$ cat src/rtl/jk_bank_driver.sv
// jk_bank_driver: turns "write this word" requests into one-edge J/K command cycles on a JK bank.
// Ports:
//   clk, rst_n           rising-edge clock, asynchronous active-low reset
//   tgt_valid/tgt_ready  request handshake; ready only while idle
//   tgt_data, tgt_mode   requested bank value; 0 = set/reset, 1 = toggle excitation
//   q_in                 live q of the driven bank
//   j, k                 registered excitation, nonzero only for the single drive cycle
//   done, err, mismatch  completion pulse, readback error flag, per-bit q_in ^ target
// Option: define JKDRV_RETRY_EN to retry a mismatching request once before reporting.
module jk_bank_driver #(
   parameter int WIDTH  = 8,
   parameter int SETTLE = 2
) (
   input  logic             clk,
   input  logic             rst_n,
   input  logic             tgt_valid,
   output logic             tgt_ready,
   input  logic [WIDTH-1:0] tgt_data,
   input  logic             tgt_mode,
   input  logic [WIDTH-1:0] q_in,
   output logic [WIDTH-1:0] j,
   output logic [WIDTH-1:0] k,
   output logic             done,
   output logic             err,
   output logic [WIDTH-1:0] mismatch
);
   localparam int CW = SETTLE > 1 ? $clog2(SETTLE) : 1;
   typedef enum logic [1:0] {IDLE, DRIVE, WAIT, RETRY} state_t;
   state_t state, state_nx;
   logic [CW-1:0] cnt;
   logic [WIDTH-1:0] tgt_q, src, dif, j_nx, k_nx, mis_nx;
   logic mode_q, md, fire, cmp, load, redo;
`ifdef JKDRV_RETRY_EN
   logic retried;
`endif
   always_comb begin
      fire = tgt_valid && state == IDLE;
      cmp = state == WAIT && cnt == '0;
      // excitation source: live request on accept, captured target on retry
      src = fire ? tgt_data : tgt_q;
      md = fire ? tgt_mode : mode_q;
      dif = src ^ q_in;
      j_nx = md ? dif : src & ~q_in;
      k_nx = md ? dif : ~src & q_in;
      mis_nx = q_in ^ tgt_q;
`ifdef JKDRV_RETRY_EN
      redo = cmp && |mis_nx && !retried;
`else
      redo = 1'b0;
`endif
      load = fire || state == RETRY;
      tgt_ready = state == IDLE;
      state_nx = fire ? DRIVE : state == DRIVE ? WAIT : state == RETRY ? DRIVE :
                 cmp ? (redo ? RETRY : IDLE) : state;
   end
   always_ff @(posedge clk or negedge rst_n) begin
      if (!rst_n) begin
         state <= IDLE;
         cnt <= '0;
         tgt_q <= '0;
         mode_q <= 1'b0;
         j <= '0;
         k <= '0;
         done <= 1'b0;
         err <= 1'b0;
         mismatch <= '0;
      end else begin
         state <= state_nx;
         j <= load ? j_nx : '0;
         k <= load ? k_nx : '0;
         done <= cmp && !redo;
         cnt <= state == DRIVE ? CW'(SETTLE - 1) : cmp ? cnt : state == WAIT ? cnt - CW'(1) : cnt;
         if (fire) begin
            tgt_q <= tgt_data;
            mode_q <= tgt_mode;
         end
         if (cmp && !redo) begin
            err <= |mis_nx;
            mismatch <= mis_nx;
         end
      end
   end
`ifdef JKDRV_RETRY_EN
   always_ff @(posedge clk or negedge rst_n) begin
      if (!rst_n) retried <= 1'b0;
      else if (fire) retried <= 1'b0;
      else if (redo) retried <= 1'b1;
   end
`endif
endmodule

$ cat config.mk
export PLATFORM = sky130hd
export DESIGN_NAME = jk_bank_driver
export DESIGN_NICKNAME = d
export VERILOG_FILES = /design/src/rtl/jk_bank_driver.sv
export SDC_FILE = /design/constraint.sdc
export NUM_CORES = 1
export LEC_CHECK = 0
export BUFFER_PORTS_ARGS = -buffer_cell sky130_fd_sc_hd__buf_2
export CAP_MARGIN = 40
export CORE_MARGIN = 1
export CORE_UTILIZATION = 40
export DETAILED_ROUTE_END_ITERATION = 10
export PLACE_DENSITY = 0.66
export SLEW_MARGIN = 20
export SYNTH_ARGS = -nofsm -noshare
export SYNTH_HDL_FRONTEND = slang
export SYNTH_SLANG_ARGS = --single-unit
$ cat constraint.sdc
create_clock -name clk -period 3.1 [get_ports clk]
set_input_delay 0.62 -clock clk [delete_from_list [all_inputs] [get_ports clk]]
set_output_delay 0.62 -clock clk [all_outputs]
set_load 0.01 [all_outputs]
# Yosys cells after proc, flatten, opt, wreduce, memory -nomap -nowiden
# Cells that the tools add are included.
[totals]
register_bits = 38
in_bits = 20
out_inout_bits = 27
[classes]
addsub = 1
n_eq_ne = 4
muxes = 13
bitwise_logic = 7
reduce_logical = 8
[op_table]
columns = ["cell", "count"]
rows = [
  ["2-to-1 mux 8 bit", 5],
  ["bitwise AND 8 bit", 2],
  ["inverter 8 bit", 2],
  ["XOR 8 bit", 2],
  ["2-to-1 mux 2 bit", 4],
  ["OR reduction 8 bit", 1],
  ["equality test 2 bit, second input constant", 2],
  ["2-to-1 mux 1 bit", 4],
  ["nonzero test 4 bit", 1],
  ["equality test 2 x 1 -> 1 bit, second input constant", 1],
  ["logical AND 1 bit", 2],
  ["zero test 2 bit", 1],
  ["inequality test 2 x 1 -> 1 bit, second input constant", 1],
  ["AND reduction 2 bit", 1],
  ["nonzero test 2 bit", 1],
  ["logical OR 1 bit", 1],
  ["inverter 1 bit", 1],
  ["subtractor 1 bit, second input constant", 1],
]

# Longest topological paths before layout
# Gate-level depths: netlist (run 1).
[depth]
ltp_word = 7
depth_mapped = 8
ltp_nobuf = 8

# Worst setup path before layout (run 1)
# Ideal clock, no wire load.
[synth_path]
path_type = "register -> register"
start = "register state[0]"
end = "register j[0]"
arrival_time_ns = 1.841
t_required_ns = 3.023
setup_slack_ns = 1.181
path_stages_with_launch = 8
cell_sequence = "dfrtp_1 > inv_1 > ha_1 > nand2_2 > mux2_2 > ha_1 > a21o_2 > a21oi_1"
[synth_between]
elab_chain_len = 6
[synth_rtl]
columns = ["item", "line_no", "text"]
rows = [
  ["start, declared", "29", "state_t state, state_nx;"],
  ["start signal, assigned", "68", "state <= state_nx;"],
  ["zero test 2 bit (*)", "--", ""],
  ["via tgt_ready", "17", "output logic tgt_ready,"],
  ["logical AND 1 bit (*)", "37", "fire = tgt_valid && state == IDLE;"],
  ["2-to-1 mux 8 bit (*)", "--", ""],
  ["via src[0]", "31", "logic [WIDTH-1:0] tgt_q, src, dif, j_nx, k_nx, mis_nx;"],
  ["bitwise AND 8 bit / XOR 8 bit (equally long branches)", "43, 42", ""],
  ["2-to-1 mux 8 bit (*)", "43", "j_nx = md ? dif : src & ~q_in;"],
  ["2-to-1 mux 8 bit (*)", "69", "j <= load ? j_nx : '0;"],
  ["end signal, assigned", "69", ""],
  ["end, declared", "21", "output logic [WIDTH-1:0] j,"],
]
# Mark *: on every way through the listed nets, which the timed path passes. The rest lies on a longest branch.
# A chain may end at the register's enable or synchronous reset.

# Worst setup path in the final report (run 1)
[layout_path]
start = "register state[1]"
end = "register j[0]"
[layout_between]
elab_chain_len = 6
[layout_rtl]
columns = ["item", "line_no"]
rows = [
  ["zero test 2 bit (*)", "37"],
  ["logical AND 1 bit (*)", "37"],
  ["2-to-1 mux 8 bit (*)", "--"],
  ["via src[0]", "31"],
  ["bitwise AND 8 bit / XOR 8 bit (equally long branches)", "43, 42"],
  ["2-to-1 mux 8 bit (*)", "43"],
  ["2-to-1 mux 8 bit (*)", "69"],
]
# Marks and branches as above.

==> results of run 1 <==
==> final timing paths <==
| kind | endpoint | start |
|---|---|---|
| max | j[0]$_DFF_PN0_ | state[1]$_DFFE_PN0P_ |
| min | k[2]$_DFF_PN0_ | rst_n |
| max reg2reg | j[0]$_DFF_PN0_ | state[1]$_DFFE_PN0P_ |
| min reg2reg | mismatch[6]$_DFFE_PN0P_ | mismatch[6]$_DFFE_PN0P_ |
| max in group asynchronous | k[7]$_DFF_PN0_ | rst_n |
| min in group clk | mismatch[6]$_DFFE_PN0P_ | mismatch[6]$_DFFE_PN0P_ |
==> power groups by stage <==
stage	Clock, mW	Sequential [mW]	Combinational, mW
3_5_place_dp	0	0.808	1.02
6_report	0.317	0.796	1.02
4_1_cts	0.327	0.798	1.02
5_1_grt	0.352	0.820	1.18
2_1_floorplan	0	0.863	0.663
3_3_place_gp	0	0.803	0.995
==> state kept, by name, summed over array words and instances, names as in the netlist <==
name and count:
k 8, tgt_q 8, err 1, done 1, mode_q 1, j 8, cnt 1, mismatch 8
state 2
==> synthesized netlist by cell type, drive strengths merged <==
| library cell | instances |
|---|---|
| o21ai | 8 |
| o31ai | 1 |
| and3 | 1 |
| nand3 | 5 |
| dfrtp | 38 |
| mux2 | 8 |
| inv | 19 |
| nor3 | 12 |
| a21bo | 1 |
| a21boi | 1 |
| a21o | 2 |
| ha | 20 |
| a21oi | 6 |
| nand2b | 2 |
| xnor2 | 8 |
| nand2 | 10 |
| a211oi | 12 |
| buf | 6 |
| o31a | 1 |
| a31o | 1 |
| nand4 | 2 |
| nor2 | 3 |
==> routing by layer <==
| layer | part of all wire | wire (um) | up-vias |
|---|---|---|---|
| li1 | - | - | 664 |
| met1 | 0.48 | 1770 | 607 |
| met2 | 0.46 | 1690 | 25 |
| met3 | 0.038 | 139 | 4 |
| met4 | 0.017 | 63 | 0 |
| met5 | 0 | 0 | - |
==> critical path, cell delays in order, from the launching register on <==
cell	delay, ps
dfrtp_1	400
inv_1	80
ha_1	280
nand2_2	220
mux2_2	390
ha_1	270
a21o_2	200
a21oi_1	120
==> layout make-up <==
cell class	count	area, um^2
fill	412	2170
sequential	38	951
multi-input combinational	104	812
timing repair buffer	49	269
clock buffer	7	76.3
inverter	19	71.3
tap	52	65.1
==> cell families after synthesis <==
group           synth area share
flops                      0.508
simple gates              0.0915
compound gates             0.123
buf+inv                   0.0588
fa+ha+maj                  0.134
xor+xnor                  0.0374
mux                       0.0481
==> cells in the final DEF, fill, tap and decap left out, drive strengths merged <==
| cell | count |
|---|---|
| nand4 | 2 |
| a211oi | 12 |
| a21bo | 1 |
| nor3 | 12 |
| buf | 49 |
| and3 | 1 |
| o21ai | 8 |
| ha | 20 |
| nand3 | 5 |
| nand2b | 2 |
| dfrtp | 38 |
| a21o | 2 |
| a31o | 1 |
| o31ai | 1 |
| nor2 | 3 |
| a21boi | 1 |
| a21oi | 6 |
| mux2 | 8 |
| xnor2 | 8 |
| inv | 19 |
| clkbuf | 7 |
| o31a | 1 |
| nand2 | 10 |
==> metrics by stage <==
step / total power [mW] / util / setup WS, ps / instance area [um^2] / hold slack, ps
after floorplan: 1.53 / - / 1180 / 1870 / 324
final: 2.13 / 0.509 / 1060 / 2240 / 210
after global placement: 1.80 / 0.484 / 1110 / 2140 / 458
after global routing: 2.35 / 0.509 / 882 / 2240 / 218
after detailed placement: 1.82 / 0.489 / 1070 / 2160 / 467
after CTS: 2.15 / 0.506 / 1050 / 2230 / 212
==> metrics, run 1 <==
switching share of power 0.390; worst-path fanout max 8; fin. max-slew vios 0; CP Class flop to flop; Worst Path Arrival 2250 ps; num rows 24; largest net degree at the start of global routing 28; worst hold path class input port to async pin; Distinct cells, synth 26; total CTS buffers 5; #FFs+latches synth 38; vias in the first global route 1373; Post-CTS Setup Bufs 0; Hold Vio Cnt, Final 0; Post-Place Cells 261; routed vias 1300; first-pass GRT wire length 6490 um; post-CTS resize count 0; Worst-path clk slew 70 ps; largest buffer count on any clock path 2; cells after synthesis 167; Internal 1.30 mW; First-pass DRT Iterations 4; antenna violations before repair 0; First DRT Iteration DRCs 102; I/O pin cnt 47; clk_lat worst skew 290 ps; worst-margin pin slew 603 ps; reg2reg path depth 7; drt total wl 3660 um; post-synth top area cell dfrtp_1; routability congestion estimate 0.762; CTS tree yes; clk_skew 4.41 ps; share of Yosys cell area claimed by the top area cell type 0.508; Cell Count, Final, Fillers Out 269; CP required 3310 ps; Psw 0.832 mW; M2 GR Usage 0.259; # DRC 0; top post-synthesis cells by area dfrtp_1 51%, ha_1 13%, a211oi_1 4.8%, mux2_2 4.8%, inv_1 3.8%; reg2reg setup slack 1060 ps; Avg Cell Area, Syn 11.2 um^2; Max VDD drop 306 uV; H-tree depth 2; max-cap viol count 0; CTS sink count 38; top achievable clock speed 0.490 GHz; post-DP HPWL 2760 um; crit start category flop; Clk pwr share 0.149; share of layout cells above drive strength 1 0.323; Reg power frac 0.373; Synthesized Nets 207; Die Wd 70.4 um; DIE AREA 4960 um^2; final setup violation count 0; setup TNS 0 ps; clk root buf clkbuf_8; drt via density 4.83; core box area 4410 um^2; Area growth syn-to-layout 19.8%; Initial Util 0.424; PD cells 951 nW/um^2; total gr overflow 0; Antenna diodes 0; IO buf count 46; Post-Syn Area 1870 um^2; Die Span Y 70.4 um; Top Usage Layer GRT met2; Comb power frac 0.478; RSZ-0062 raised after global routing no; M1 GR Usage 0.228; Post-DRT Antenna Nets 0; met3 Usage GRT 0.0505; outcome completed; Final Cycle Share 0.658; CTS hold repair buffers 0; routed len/inst 13.6 um; fin crit period 2040 ps; CP Capture Type flop; leak pwr 1.17 nW; synth warn 0; sequential area share after synthesis 0.508; final net count 257; Slew headroom 0.598; gr usage total 0.172
(Power assumes the default switching activity.)
==> run 2: changes to the inputs <==
==> constraint.sdc (replaced) <==
create_clock -name clk -period 2 [get_ports clk]
set_input_delay 0.4 -clock clk [delete_from_list [all_inputs] [get_ports clk]]
set_output_delay 0.4 -clock clk [all_outputs]
set_load 0.01 [all_outputs]
==> metrics, run 2 (same netlist as run 1, synthesis figures left out) <==
outcome completed (unchanged); Hold Vio Cnt, Final 0 (unchanged); total gr overflow 0 (unchanged); leak pwr 1.20 nW (was 1.17 nW); fin. max-slew vios 0 (unchanged); Psw 1.30 mW (was 0.832 mW); largest buffer count on any clock path 2 (unchanged); fin crit period 1880 ps (was 2040 ps); max-cap viol count 0 (unchanged); num rows 24 (unchanged); CP Class flop to flop (unchanged); worst-margin pin slew 444 ps (was 603 ps); critical path startpoint state[1]$_DFFE_PN0P_ (unchanged); share of layout cells above drive strength 1 0.339 (was 0.323); post-DP HPWL 2770 um (was 2760 um); DP Area 2190 um^2 (was 2160 um^2); top achievable clock speed 0.532 GHz (was 0.490 GHz); H-tree depth 2 (unchanged); utilization after layout 0.517 (was 0.509); Worst-path clk slew 70 ps (about the same); worst hold path class input port to async pin (unchanged); CTS hold repair buffers 0 (unchanged); Antenna diodes 0 (unchanged); drt total wl 3630 um (was 3660 um); I/O pin cnt 47 (unchanged); most common cell after layout, fill and taps aside buf_2 (unchanged); Die Wd 70.4 um (unchanged); Post-DRT Antenna Nets 0 (unchanged); clk_lat worst skew 290 ps (about the same); routability congestion estimate 0.765 (was 0.762); DIE AREA 4960 um^2 (unchanged); Initial Util 0.424 (unchanged); worst hold margin 42.8 ps (was 210 ps); total CTS buffers 5 (unchanged); Reg power frac 0.366 (was 0.373); CP Capture Type flop (unchanged); final instance area 2280 um^2 (was 2240 um^2); Cell Count, Final, Fillers Out 273 (was 269); PD cells 1470 nW/um^2 (was 951 nW/um^2); crit start category flop (unchanged); Total Power 3.37 mW (was 2.13 mW); routed len/inst 13.3 um (was 13.6 um); Max VDD drop 488 uV (was 306 uV); Post-Place Cells 265 (was 261); Comb power frac 0.474 (was 0.478); First-pass DRT Iterations 4 (unchanged); Clk pwr share 0.160 (was 0.149); first-pass GRT wire length 6070 um (was 6490 um); most frequent cells in the layout 46 x buf_2, 38 x dfrtp_1, 20 x ha_1, 19 x inv_1 (unchanged); Die Span Y 70.4 um (unchanged); reg2reg start state[1]$_DFFE_PN0P_ (unchanged); antenna violations before repair 0 (unchanged); vias in the first global route 1311 (was 1373); worst-path fanout max 8 (unchanged); area taken by multi-input logic gates 817 um^2 (was 812 um^2); switching share of power 0.385 (was 0.390); routed vias 1344 (was 1300); gr usage total 0.163 (was 0.172); CTS tree yes (unchanged); register area 951 um^2 (unchanged); drt via density 4.92 (was 4.83); IO buf count 46 (unchanged); # fillers 423 (was 412); core box area 4410 um^2 (unchanged); CP required 2220 ps (was 3310 ps); CTS sink count 38 (unchanged); final net count 260 (was 257); clk_skew 3.70 ps (was 4.41 ps); # DRC 0 (unchanged); clk root buf clkbuf_8 (unchanged); Slew headroom 0.704 (was 0.598); Internal 2.07 mW (was 1.30 mW); final setup violation count 0 (unchanged); Final Cycle Share 0.940 (was 0.658); largest net degree at the start of global routing 21 (was 28); Worst Path Arrival 2100 ps (was 2250 ps); First DRT Iteration DRCs 58 (was 102); Area growth syn-to-layout 21.9% (was 19.8%)
run 2: cell count changes in the layout (fill, tap and decap cells not counted), sizes merged:
cell / change
buf: +3
clkinv: +1
run 2: cell type report:
type                       count  area share
timing repair buffer          52       0.126
sequential                    38       0.416
tap                           52      0.0285
multi-input combinational    104       0.358
inverter                      19      0.0312
clock buffer                   7      0.0378
clock inverter                 1     0.00219
run 2: power groups by stage:
stage	Clock, mW	Combinational, mW	Sequential, mW
after floorplan	0	1.03	1.34
after global placement	0	1.57	1.24
after detailed placement	0	1.61	1.25
after CTS	0.560	1.62	1.24
after global routing	0.591	1.79	1.28
final	0.539	1.59	1.23
run 2: metal layers:
layer / share of wire / up-vias / track usage
li1: - / 674 / -
met1: 0.47 / 637 / 0.211
met3: 0.038 / 5 / 0.0491
met2: 0.48 / 28 / 0.254
met5: 0 / - / 0
met4: 0.017 / 0 / 0.0667
run 2: final timing paths:
path                                                 to  slack [ps]  depth (start not counted)
worst max-delay path                     k[0]$_DFF_PN0_         120                          7
worst min-delay path                     j[1]$_DFF_PN0_          40                          1
worst max register to register           k[0]$_DFF_PN0_         120                          7
worst min register to register  mismatch[3]$_DFFE_PN0P_         470                          2
max in group asynchronous            tgt_q[7]$_DFF_PN0_        1500                          2
min in group clk                     tgt_q[1]$_DFF_PN0_         380                          2
run 2: what timing repair did:
action                     4_1_cts  5_1_grt
setup endpoints to repair        0        8
resized for setup                0        1
setup buffers                    0        0
run 2: through the flow:
step	setup WS, ps	TNS (ps)
2_1_floorplan	81.4	0
3_3_place_gp	138	0
3_5_place_dp	79.5	0
4_1_cts	56.8	0
5_1_grt	-12.4	-23.3
6_report	120	0
run 2: worst max-delay path: stages, from the launching register on:
cell	delay [ps]
dfrtp_1	400
inv_1	80
ha_1	230
nand2_4	140
mux2_2	370
ha_1	270
a21o_2	190
a21oi_1	120
==> run 3: changes to the inputs <==
--- a/config.mk
+++ b/config.mk
@@ -9,6 +9,7 @@
 export CAP_MARGIN = 40
 export CORE_MARGIN = 1
 export CORE_UTILIZATION = 40
+export CTS_BUF_LIST = sky130_fd_sc_hd__clkbuf_8
 export DETAILED_ROUTE_END_ITERATION = 10
 export PLACE_DENSITY = 0.66
 export SLEW_MARGIN = 20
==> metrics, run 3 (same netlist as run 1, synthesis figures left out) <==
routed vias 1344 (unchanged); largest net degree at the start of global routing 21 (unchanged); DP Worst Slack 79.5 ps (unchanged); most common cell after layout, fill and taps aside buf_2 (unchanged); First DRT Iteration DRCs 58 (unchanged); clk root buf clkbuf_8 (unchanged); DP Area 2190 um^2 (unchanged); Worst Path Arrival 2100 ps (about the same); first-pass GRT wire length 6070 um (unchanged); post-CTS resize count 0 (unchanged); fin. max-slew vios 0 (unchanged); crit start category flop (unchanged); Reg power frac 0.367 (was 0.366); Setup WS post-layout 120 ps (about the same); worst-path fanout max 8 (unchanged); reg2reg setup slack 120 ps (about the same); final instance area 2280 um^2 (unchanged); # fillers 423 (unchanged); worst-margin pin slew 444 ps (unchanged); CP Class flop to flop (unchanged); Antenna diodes 0 (unchanged); fin crit period 1880 ps (about the same); final net count 260 (unchanged); leak pwr 1.21 nW (was 1.20 nW); Clk pwr share 0.159 (was 0.160); First-pass DRT Iterations 4 (unchanged); utilization after layout 0.517 (unchanged); top achievable clock speed 0.532 GHz (about the same); I/O pin cnt 47 (unchanged); total CTS buffers 5 (unchanged); drt total wl 3630 um (unchanged); clk_skew 4.07 ps (was 3.70 ps); Cell Count, Final, Fillers Out 273 (unchanged); area taken by multi-input logic gates 817 um^2 (unchanged); Die Span Y 70.4 um (unchanged); Area growth syn-to-layout 21.9% (unchanged); switching share of power 0.386 (was 0.385); worst hold margin 42.3 ps (was 42.8 ps); Initial Util 0.424 (unchanged); # DRC 0 (unchanged); H-tree depth 2 (unchanged); drt via density 4.92 (unchanged); num rows 24 (unchanged); share of layout cells above drive strength 1 0.339 (unchanged); Max VDD drop 489 uV (was 488 uV); outcome completed (unchanged); clk_lat worst skew 290 ps (about the same); Internal 2.06 mW (was 2.07 mW); CTS hold repair buffers 0 (unchanged); DIE AREA 4960 um^2 (unchanged); CTS sink count 38 (unchanged); max-cap viol count 0 (unchanged); routed len/inst 13.3 um (unchanged); worst hold path class input port to async pin (unchanged); IO buf count 46 (unchanged); most frequent cells in the layout 46 x buf_2, 38 x dfrtp_1, 20 x inv_1, 20 x ha_1 (was 46 x buf_2, 38 x dfrtp_1, 20 x ha_1, 19 x inv_1); Slew headroom 0.704 (unchanged); PD cells 1470 nW/um^2 (about the same); largest buffer count on any clock path 2 (unchanged); Worst-path clk slew 70 ps (about the same); CTS tree yes (unchanged); final setup violation count 0 (unchanged); core box area 4410 um^2 (unchanged); CP required 2220 ps (about the same); Die Wd 70.4 um (unchanged); routability congestion estimate 0.765 (unchanged); CP Capture Type flop (unchanged); Comb power frac 0.474 (about the same); vias in the first global route 1311 (unchanged); gr usage total 0.163 (unchanged); total gr overflow 0 (unchanged); Hold Vio Cnt, Final 0 (unchanged); Final Cycle Share 0.940 (about the same); register area 951 um^2 (unchanged); Post-CTS Setup Bufs 0 (unchanged); post-DP HPWL 2770 um (unchanged); Post-DRT Antenna Nets 0 (unchanged); Psw 1.30 mW (about the same); Post-Place Cells 265 (unchanged); antenna violations before repair 0 (unchanged)
[run 3: cell types whose count changed in the layout (fill, tap and decap cells not counted), sizes merged]
cell / delta
clkbuf: -1
inv: +1
[run 3: worst paths after layout]
kind	from	to	depth (start not counted)
worst max register to register	state[1]$_DFFE_PN0P_	k[0]$_DFF_PN0_	7
worst min-delay path	rst_n	j[1]$_DFF_PN0_	1
worst max-delay path	state[1]$_DFFE_PN0P_	k[0]$_DFF_PN0_	7
max in group asynchronous	rst_n	tgt_q[7]$_DFF_PN0_	2
worst min register to register	mismatch[3]$_DFFE_PN0P_	mismatch[3]$_DFFE_PN0P_	2
min in group clk	tgt_data[1]	tgt_q[1]$_DFF_PN0_	2
[run 3: per-stage QoR]
stage                     power, mW  TNS, ps
after global placement         2.82        0
after CTS                      3.41        0
final                          3.36        0
after detailed placement       2.86        0
after floorplan                2.36        0
after global routing           3.65    -23.4
[run 3: area by class of cell]
type,instances,area share
Sequential cell,38,0.416
Multi-Input combinational cell,104,0.358
Timing Repair Buffer,52,0.126
Clock buffer,6,0.0362
Inverter,19,0.0312
Tap cell,52,0.0285
Clock inverter,2,0.00384
[run 3: power groups by stage]
| stage | clock [mW] | sequential (mW) | combinational [mW] |
|---|---|---|---|
| after detailed placement | 0 | 1.25 | 1.61 |
| after global routing | 0.586 | 1.28 | 1.79 |
| after floorplan | 0 | 1.34 | 1.03 |
| after global placement | 0 | 1.24 | 1.57 |
| final | 0.534 | 1.23 | 1.59 |
| after CTS | 0.554 | 1.24 | 1.62 |
[run 3: per-layer routing]
layer | vias to the layer above | GRT usage | wire length (um)
met5 | - | 0 | 0
met4 | 0 | 0.0667 | 63
met3 | 5 | 0.0491 | 136
met2 | 28 | 0.254 | 1730
met1 | 637 | 0.211 | 1700
li1 | 674 | - | -
[run 3: worst max-delay path: stages (launching register included)]
cell	delay (ps)
dfrtp_1	400
inv_1	80
ha_1	230
nand2_4	140
mux2_2	370
ha_1	270
a21o_2	190
a21oi_1	120
